$ cat src/rtl/spi_bus_arbiter.sv
// Round-robin arbiter sharing one SPI bus between flash, DAC and pre-amp engines.
// Sequences chip-select setup/hold gaps, muxes the owner onto the pins and reclaims hung owners.
module spi_bus_arbiter #(
  parameter int CS_SETUP = 2,
  parameter int CS_HOLD  = 4,
  parameter int TIMEOUT  = 65535
) (
  input  logic       CCLK,
  input  logic       reset_n,
  input  logic [2:0] req,
  output logic [2:0] gnt,
  input  logic [2:0] m_sclk,
  input  logic [2:0] m_mosi,
  output logic       m_miso,
  output logic       SPICLK,
  output logic       SPIMOSI,
  input  logic       SPIMISO,
  output logic       SPISF,
  output logic       DACCS,
  output logic       AMPCS,
  output logic       SFCE,
  output logic       FPGAIB,
  output logic       ADCON,
  output logic       timeout_err
);

  localparam int TW = $clog2(TIMEOUT + 1);

  typedef enum logic [1:0] {IDLE, SETUP, OWN, HOLDOFF} state_t;

  state_t          state_reg, state_next;
  logic [1:0]      owner_reg, owner_next;
  logic [1:0]      ptr_reg, ptr_next;
  logic [2:0]      blocked_reg, blocked_next;
  logic [3:0]      cnt_reg, cnt_next;
  logic [TW-1:0]   gcnt_reg, gcnt_next;
  logic [2:0]      gnt_reg, gnt_next;
  logic [2:0]      cs_n_reg, cs_n_next;
  logic            timeout_err_reg, timeout_err_next;

  logic [2:0]      eligible;
  logic            win_valid;
  logic [1:0]      win_idx;

  function automatic logic [1:0] rr_idx(input logic [1:0] base, input logic [1:0] off);
    logic [2:0] s;
    s = {1'b0, base} + {1'b0, off};
    return (s >= 3'd3) ? 2'(s - 3'd3) : s[1:0];
  endfunction

  // A master revoked by timeout stays ineligible until it lets go of req.
  assign eligible = req & ~blocked_reg;

  // Scan from the farthest candidate back to ptr so the nearest one wins.
  always_comb begin
    win_valid = 1'b0;
    win_idx   = 2'd0;
    for (int k = 2; k >= 0; k--) begin
      if (eligible[rr_idx(ptr_reg, 2'(k))]) begin
        win_valid = 1'b1;
        win_idx   = rr_idx(ptr_reg, 2'(k));
      end
    end
  end

  always_comb begin
    state_next       = state_reg;
    owner_next       = owner_reg;
    ptr_next         = ptr_reg;
    blocked_next     = blocked_reg & req;
    cnt_next         = cnt_reg;
    gcnt_next        = gcnt_reg;
    gnt_next         = gnt_reg;
    cs_n_next        = cs_n_reg;
    timeout_err_next = 1'b0;
    case (state_reg)
      IDLE: begin
        if (win_valid) begin
          owner_next = win_idx;
          cs_n_next  = ~(3'b001 << win_idx);
          cnt_next   = 4'd0;
          state_next = SETUP;
        end
      end
      SETUP: begin
        if (!req[owner_reg]) begin
          cs_n_next  = 3'b111;
          ptr_next   = rr_idx(owner_reg, 2'd1);
          cnt_next   = 4'd0;
          state_next = HOLDOFF;
        end else if (cnt_reg == 4'(CS_SETUP - 1)) begin
          gnt_next   = 3'b001 << owner_reg;
          gcnt_next  = '0;
          state_next = OWN;
        end else begin
          cnt_next = cnt_reg + 4'd1;
        end
      end
      OWN: begin
        if (!req[owner_reg] || gcnt_reg == TW'(TIMEOUT - 1)) begin
          gnt_next   = 3'b000;
          cs_n_next  = 3'b111;
          ptr_next   = rr_idx(owner_reg, 2'd1);
          cnt_next   = 4'd0;
          state_next = HOLDOFF;
          if (req[owner_reg]) begin
            timeout_err_next        = 1'b1;
            blocked_next[owner_reg] = 1'b1;
          end
        end else begin
          gcnt_next = gcnt_reg + 1'b1;
        end
      end
      HOLDOFF: begin
        if (cnt_reg == 4'(CS_HOLD - 1)) begin
          state_next = IDLE;
        end else begin
          cnt_next = cnt_reg + 4'd1;
        end
      end
      default: state_next = IDLE;
    endcase
  end

  always_ff @(posedge CCLK or negedge reset_n) begin
    if (!reset_n) begin
      state_reg       <= IDLE;
      owner_reg       <= 2'd0;
      ptr_reg         <= 2'd0;
      blocked_reg     <= 3'b000;
      cnt_reg         <= 4'd0;
      gcnt_reg        <= '0;
      gnt_reg         <= 3'b000;
      cs_n_reg        <= 3'b111;
      timeout_err_reg <= 1'b0;
    end else begin
      state_reg       <= state_next;
      owner_reg       <= owner_next;
      ptr_reg         <= ptr_next;
      blocked_reg     <= blocked_next;
      cnt_reg         <= cnt_next;
      gcnt_reg        <= gcnt_next;
      gnt_reg         <= gnt_next;
      cs_n_reg        <= cs_n_next;
      timeout_err_reg <= timeout_err_next;
    end
  end

  // Mux is steered by the latched owner, so req activity cannot glitch the pins.
  assign SPICLK      = (state_reg == OWN) ? m_sclk[owner_reg] : 1'b0;
  assign SPIMOSI     = (state_reg == OWN) ? m_mosi[owner_reg] : 1'b0;
  assign m_miso      = SPIMISO;
  assign gnt         = gnt_reg;
  assign SPISF       = cs_n_reg[0];
  assign DACCS       = cs_n_reg[1];
  assign AMPCS       = cs_n_reg[2];
  assign timeout_err = timeout_err_reg;
  assign SFCE        = 1'b1;
  assign FPGAIB      = 1'b1;
  assign ADCON       = 1'b0;

endmodule

$ cat config.mk
export PLATFORM = sky130hd
export DESIGN_NAME = spi_bus_arbiter
export DESIGN_NICKNAME = d
export VERILOG_FILES = /design/src/rtl/spi_bus_arbiter.sv
export SDC_FILE = /design/constraint.sdc
export NUM_CORES = 1
export LEC_CHECK = 0
export ABC_AREA = 1
export BUFFER_PORTS_ARGS = -buffer_cell sky130_fd_sc_hd__buf_4
export CORE_UTILIZATION = 40
export DETAILED_ROUTE_END_ITERATION = 8
export MAX_ROUTING_LAYER = met4
export PLACE_DENSITY_LB_ADDON = 0.25
export RECOVER_POWER = 25
export SETUP_SLACK_MARGIN = 0.15
export SLEW_MARGIN = 20
export SYNTH_ARGS = -nofsm -noshare
export SYNTH_HDL_FRONTEND = slang
export SYNTH_SLANG_ARGS = --single-unit
$ cat constraint.sdc
create_clock -name CCLK -period 1.9 [get_ports CCLK]
set_clock_uncertainty 0.2 [all_clocks]
set_input_delay 0.38 -clock CCLK [delete_from_list [all_inputs] [get_ports CCLK]]
set_output_delay 0.38 -clock CCLK [all_outputs]
set_load 0.05 [all_outputs]
==> out/summary.txt, run 1 <==
first-pass GRT wire length - 11,100 um
H-tree depth - 2
Max Slew Vio Count - 0
most numerous cell in the Yosys netlist - nand2_1
clk slew on worst S/H paths - 0.07 ns
max reg flops - 16
crit path DAT - 1.98 ns
Final Cycle Share - 103%
post-placement cell count - 456
simple-gate share of the synthesized area - 35.8%
initial antenna violation count - 0
fmax - 0.511 GHz
gr usage total - 22.9%
Routed wire per std cell - 13.7 um
vias in the first global route - 2,534
PortBufs - 19
Pleak - 1.81 nW
largest net degree at the start of global routing - 37
worst path required time - 1.92 ns
die area - 6530 um^2
Worst Slack Setup Final - -0.0559 ns
Ys Warns - 0
non-filler instance count after layout - 496
Hold Path Class - in2reg
Synth top area share - 33.2%
WS Path Type - reg2reg
Filler cells - 504
Placer Congestion - 0.824
drc violations - 0
cell area after synthesis - 2490 um^2
min Tclk post-route - 1.96 ns
top post-synthesis cells by area - dfrtp_1, nand2_1, ha_1
RSZ-0062 raised after global routing - true
outcome - finished with violations
Final ANT Viol Nets - 0
vias - 2,488
Post-synth top cells - nand2_1, dfrtp_1, nor2_1
relative slew slack - 36.9%
drt total wl - 6810 um
Initial Util - 41.7%
ant diodes - 0
row count - 28
post-synthesis adder-cell area fraction - 7.55%
TritonCTS clock tree - done
Worst-Skew Late Latency - 0.29 ns
top_reg_cell synth - dfrtp_1
cell count after synthesis - 341
Finished Cell Area - 3760 um^2
Synth Area in Compound Gates - 6.89%
Num Clock Sinks - 36
CTS Root Cell - clkbuf_8
Mean Syn Cell Area - 7.29 um^2
largest family of logic cells by synthesized area - simple AND/OR/NAND/NOR gates
post-synth cell types - 33
ys async rst share - 100%
worst-margin pin slew - 0.947 ns
cell mode on critical path - nand2_4
IO Count - 25
grt ovf - 0
post-detail-place hpwl - 4330 um
share of layout cells above drive strength 1 - 43.7%
Fin. Hold Viols - 0
final setup vio count - 25
Fin Hold WS - 0.115 ns
register area share after synthesis - 36.4%
Layout area overhead - 51.2%
post-synthesis xor/xnor area fraction - 5.64%
number of enable flip-flop cells after synthesis - 0
drt first pass iters - 4
placeable core area - 5960 um^2
DRT iter0 DRCs - 85
failing checks - negative setup slack
Die Height - 80.8 um
CP cell instances - inv_2 > buf_6 > buf_6 > nand2_4 > nand3_2 > nand2_4 > nand2_4 > nor2_4 > clkinv_4 > nand3b_4 > nand2_1 > o21ai_1
Core Util, Final - 63.1%
vias per cell - 5.02
Synth area leader - dfrtp_1
Die X - 80.8 um
delay of the slowest critical-path stage - 0.43 ns
area post-placement - 2960 um^2
Longest Clk Path Bufs - 2
CP max FO - 7
Cell Pwr Density - 1700 nW/um^2
startpoint types - flop
nets - 447
maximum capacitance violations - 0
worst slack, placed - -0.0381 ns
Slowest cell on crit path - dfrtp_1
Setup crit end kind - flop
mux contribution to synthesized area - 0%
maximum VDD drop - 1.25 mV
CTS buffer count - 5
#FFs+latches synth - 36
[cells by family after synthesis]
kind of cell | Yosys count
adder cells (fa/ha/maj) | 15
buffers and inverters | 42
flip-flops | 36
XOR/XNOR | 16
other | 2
AND/OR/NAND/NOR | 199
AO/OA/AOI/OAI | 31
[cell type report]
class                      instances  area, um^2  share of cell area [%]
multi-input combinational        265        1840                    49.1
sequential                        36         907                    24.1
timing repair buffer              76         658                    17.5
inverter                          35         159                    4.23
tap                               75        93.8                    2.50
clock buffer                       8        90.1                    2.40
timing repair inverter             1        6.26                   0.166
[stage by stage]
stage / total power, mW / setup TNS (ns)
global placement: 4.02 / -0.00196
CTS: 5.79 / -0.0456
finish: 6.40 / -0.469
global route: 6.82 / -2.88
floorplan: 3.21 / 0
detailed placement: 4.06 / -0.110
[repair_timing]
action	4_1_cts	5_1_grt
cloned	2	1
resized for setup	75	62
hold endpoints to repair	33	0
endpoints found under the setup margin	32	36
hold buffers	1	0
pin swaps	11	11
setup buffers	18	10
[cell usage in the layout (no fill, tap or decap), drive strengths merged, types with 5 or more instances in the layout]
master  count
a21oi       5
buf        73
clkbuf     10
dfrtp      33
ha         15
inv        34
nand2     111
nand3      30
nand4      12
nor2       39
nor3        5
o21ai      22
xor2       12
[final timing paths]
path / start / endpoint / slack (ns) / cells after the start
min reg2reg: cs_n_reg[1]$_DFFE_PN1P_ / cs_n_reg[1]$_DFFE_PN1P_ / 0.27 / 2
max: owner_reg[0]$_DFFE_PN0P_ / gnt[1]$_DFFE_PN0P_ / -0.06 / 12
min in group asynchronous: reset_n / gcnt_reg[7]$_DFFE_PN0P_ / 0.56 / 2
max reg2reg: owner_reg[0]$_DFFE_PN0P_ / gnt[1]$_DFFE_PN0P_ / -0.06 / 12
max in group asynchronous: reset_n / ptr_reg[1]$_DFFE_PN0P_ / 0.29 / 2
min: req[2] / blocked_reg[2]$_DFF_PN0_ / 0.11 / 3
[worst max-delay path: cells and delay by family, from the launching register on]
family                 cells  cell delay (ns)
AOI/OAI and AO/OA          1             0.07
buffers and inverters      4             0.45
DFF                        1             0.43
and+or+nand+nor            7             0.73
[power breakdown]
group | total, mW | switching [mW] | leakage [nW] | internal (mW)
clock network | 0.576 | 0.281 | 0.0455 | 0.296
registers | 1.10 | 0.135 | 0.477 | 0.966
logic | 4.72 | 2.69 | 1.28 | 2.04
total | 6.40 | 3.10 | 1.81 | 3.30
[per-layer routing]
layer,GRT usage (%),wire length [um],vias to the layer above
met5,-,0,-
met4,9.64,125,0
met3,3.82,151,11
met2,40.5,3630,26
met1,25.4,2900,1201
li1,-,-,1250
(Power assumes the default switching activity.)
==> run 2: changes to the inputs <==
Settings changed: PLACE_DENSITY set to 0.58, PLACE_DENSITY_LB_ADDON 0.25 to unset.
==> run 2 against run 1 <==
Compared with the run above: the run still ends with negative setup slack left; power decreased by 6.8%; sequential share of layout area rose by 1.2 points; first-iteration DRC count up 52%; final cell count decreased by 2.6%; routed wire length increased by 1.1%; hold slack better by 0.016 ns; sequential cell count stayed put; non-clock buffer count down 13; critical path depth down 6; setup slack gained 0.029 ns; critical endpoint is now SPICLK; largest power group unchanged.
==> out/summary.txt, run 2 (synthesis gave the netlist of run 1 again) <==
nets - 434 (was 447)
CP max FO - 3 (was 7)
maximum VDD drop - 1.47 mV (was 1.25 mV)
Die Height - 80.8 um (unchanged)
clock share of power - 11.6% (was 9.0%)
clk slew on worst S/H paths - 0.07 ns (about the same)
Setup crit end kind - output pin (was flop)
commonest non-fill, non-tap cell in the layout - nand2_1 (unchanged)
Die X - 80.8 um (unchanged)
CTS Root Cell - clkbuf_8 (unchanged)
Switching Share - 49.3% (was 48.5%)
relative slew slack - 34.4% (was 36.9%)
worst-margin pin slew - 0.984 ns (was 0.947 ns)
register area - 905 um^2 (was 907 um^2)
max reg flops - 16 (unchanged)
ant diodes - 0 (unchanged)
startpoint types - flop (unchanged)
Worst Slack Setup Final - -0.0272 ns (was -0.0559 ns)
Filler cells - 534 (was 504)
post-detail-place hpwl - 4340 um (was 4330 um)
grt ovf - 0 (unchanged)
Longest Clk Path Bufs - 2 (unchanged)
Final ANT Viol Nets - 0 (unchanged)
row count - 28 (unchanged)
fmax - 0.519 GHz (was 0.511 GHz)
vias - 2,420 (was 2,488)
P_int - 3.03 mW (was 3.30 mW)
Fin. Hold Viols - 0 (unchanged)
Placer Congestion - 0.818 (was 0.824)
outcome - finished with violations (unchanged)
Layout area overhead - 43.4% (was 51.2%)
Worst-Skew Late Latency - 0.30 ns (was 0.29 ns)
post-placement cell count - 453 (was 456)
Core Util, Final - 59.9% (was 63.1%)
min Tclk post-route - 1.93 ns (was 1.96 ns)
most frequent cells in the layout - nand2_1, buf_4, dfrtp_1 (unchanged)
non-filler instance count after layout - 483 (was 496)
Cell Pwr Density - 1670 nW/um^2 (was 1700 nW/um^2)
IO Count - 25 (unchanged)
first-pass GRT wire length - 10,700 um (was 11,100 um)
failing checks - negative setup slack (unchanged)
TritonCTS clock tree - done (unchanged)
Num Clock Sinks - 36 (unchanged)
H-tree depth - 2 (unchanged)
CTS buffer count - 5 (unchanged)
WS Path Type - reg2out (was reg2reg)
Initial Util - 41.7% (unchanged)
Psw - 2.94 mW (was 3.10 mW)
Hold Path Class - in2reg (unchanged)
largest net degree at the start of global routing - 37 (unchanged)
worst path required time - 1.32 ns (was 1.92 ns)
placeable core area - 5960 um^2 (unchanged)
share of layout cells above drive strength 1 - 40.2% (was 43.7%)
Max Slew Vio Count - 0 (unchanged)
DRT iter0 DRCs - 129 (was 85)
initial antenna violation count - 0 (unchanged)
Seq pwr share - 18.3% (was 17.2%)
gr usage total - 22.1% (was 22.9%)
area taken by multi-input logic gates - 1770 um^2 (was 1840 um^2)
drt total wl - 6880 um (was 6810 um)
maximum capacitance violations - 0 (unchanged)
PortBufs - 19 (unchanged)
Routed wire per std cell - 14.2 um (was 13.7 um)
vias in the first global route - 2,319 (was 2,534)
Final Cycle Share - 101% (was 103%)
final setup vio count - 2 (was 25)
drc violations - 0 (unchanged)
vias per cell - 5.01 (was 5.02)
drt first pass iters - 4 (unchanged)
Logic pwr share - 70.1% (was 73.8%)
crit path DAT - 1.35 ns (was 1.98 ns)
RSZ-0062 raised after global routing - true (unchanged)
die area - 6530 um^2 (unchanged)
Pleak - 1.74 nW (was 1.81 nW)
-- run 2: cell types whose count changed in the layout (fill, tap and decap cells not counted), sizes merged --
cell / change
clkinv: +2
bufinv: +1
clkbuf: -2
buf: -13
inv: -1
-- run 2: area by class of cell --
type / instances / share of cell area [%]
flip-flops and latches: 36 / 25.4
well taps: 75 / 2.63
clock inverters: 2 / 0.982
repair inverters: 1 / 0.140
clock buffers: 6 / 2.04
inverters: 35 / 4.18
repair buffers: 63 / 15.1
multi-input cells: 265 / 49.6
-- run 2: path summary, 6_finish.rpt --
kind | from | to | slack [ns] | depth (start not counted)
hold / removal | req[2] | blocked_reg[2]$_DFF_PN0_ | 0.13 | 3
max in group asynchronous | reset_n | cnt_reg[3]$_DFFE_PN0P_ | 0.32 | 2
setup reg to reg | owner_reg[0]$_DFFE_PN0P_ | gcnt_reg[1]$_DFFE_PN0P_ | 0.05 | 11
hold reg to reg | cnt_reg[3]$_DFFE_PN0P_ | cnt_reg[3]$_DFFE_PN0P_ | 0.28 | 2
setup / recovery | owner_reg[0]$_DFFE_PN0P_ | SPICLK | -0.03 | 6
min in group asynchronous | reset_n | gcnt_reg[5]$_DFFE_PN0P_ | 0.56 | 2
-- run 2: critical path, cell delays in order, from the launching register on --
cell,delay [ns]
dfrtp_1,0.39
buf_6,0.13
nor2_4,0.04
nor2_4,0.10
o21ai_2,0.08
a21oi_4,0.14
buf_6,0.16
-- run 2: power by group through the flow --
stage	logic [mW]	registers, mW	clock network (mW)
floorplan	1.88	1.33	0
global placement	3.01	1.09	0
detailed placement	3.01	1.09	0
CTS	3.62	1.09	0.697
global route	4.49	1.11	0.728
finish	4.18	1.09	0.693
-- run 2: what timing repair did --
| item | in CTS | in global routing |
|---|---|---|
| buffers inserted | 17 | 1 |
| gates cloned | 1 | 2 |
| endpoints found under the hold margin | 33 | 0 |
| pin swaps | 12 | 16 |
| hold buffers | 1 | 0 |
| gates resized for setup | 54 | 56 |
| endpoints found under the setup margin | 34 | 36 |
-- run 2: metal layers --
layer  vias up  GRT usage (%)  routed length, um
met5         -              -                  0
met4         0           5.54                 99
met3        13           3.48                225
met2        44           38.6               3420
met1      1132           26.6               3130
li1       1231              -                  -
-- run 2: metrics by stage --
step / setup slack [ns] / instance area, um^2 / setup TNS, ns / hold slack [ns] / power [mW]
after global placement: 0.0506 / 2940 / 0 / 0.176 / 4.10
after global routing: -0.0598 / 3570 / -0.252 / 0.171 / 6.34
after floorplan: 0.0476 / 2570 / 0 / -0.116 / 3.21
after CTS: 0.0283 / 3370 / 0 / 0.132 / 5.41
final: -0.0272 / 3570 / -0.0413 / 0.131 / 5.97
after detailed placement: -0.00198 / 2940 / -0.00198 / 0.178 / 4.10
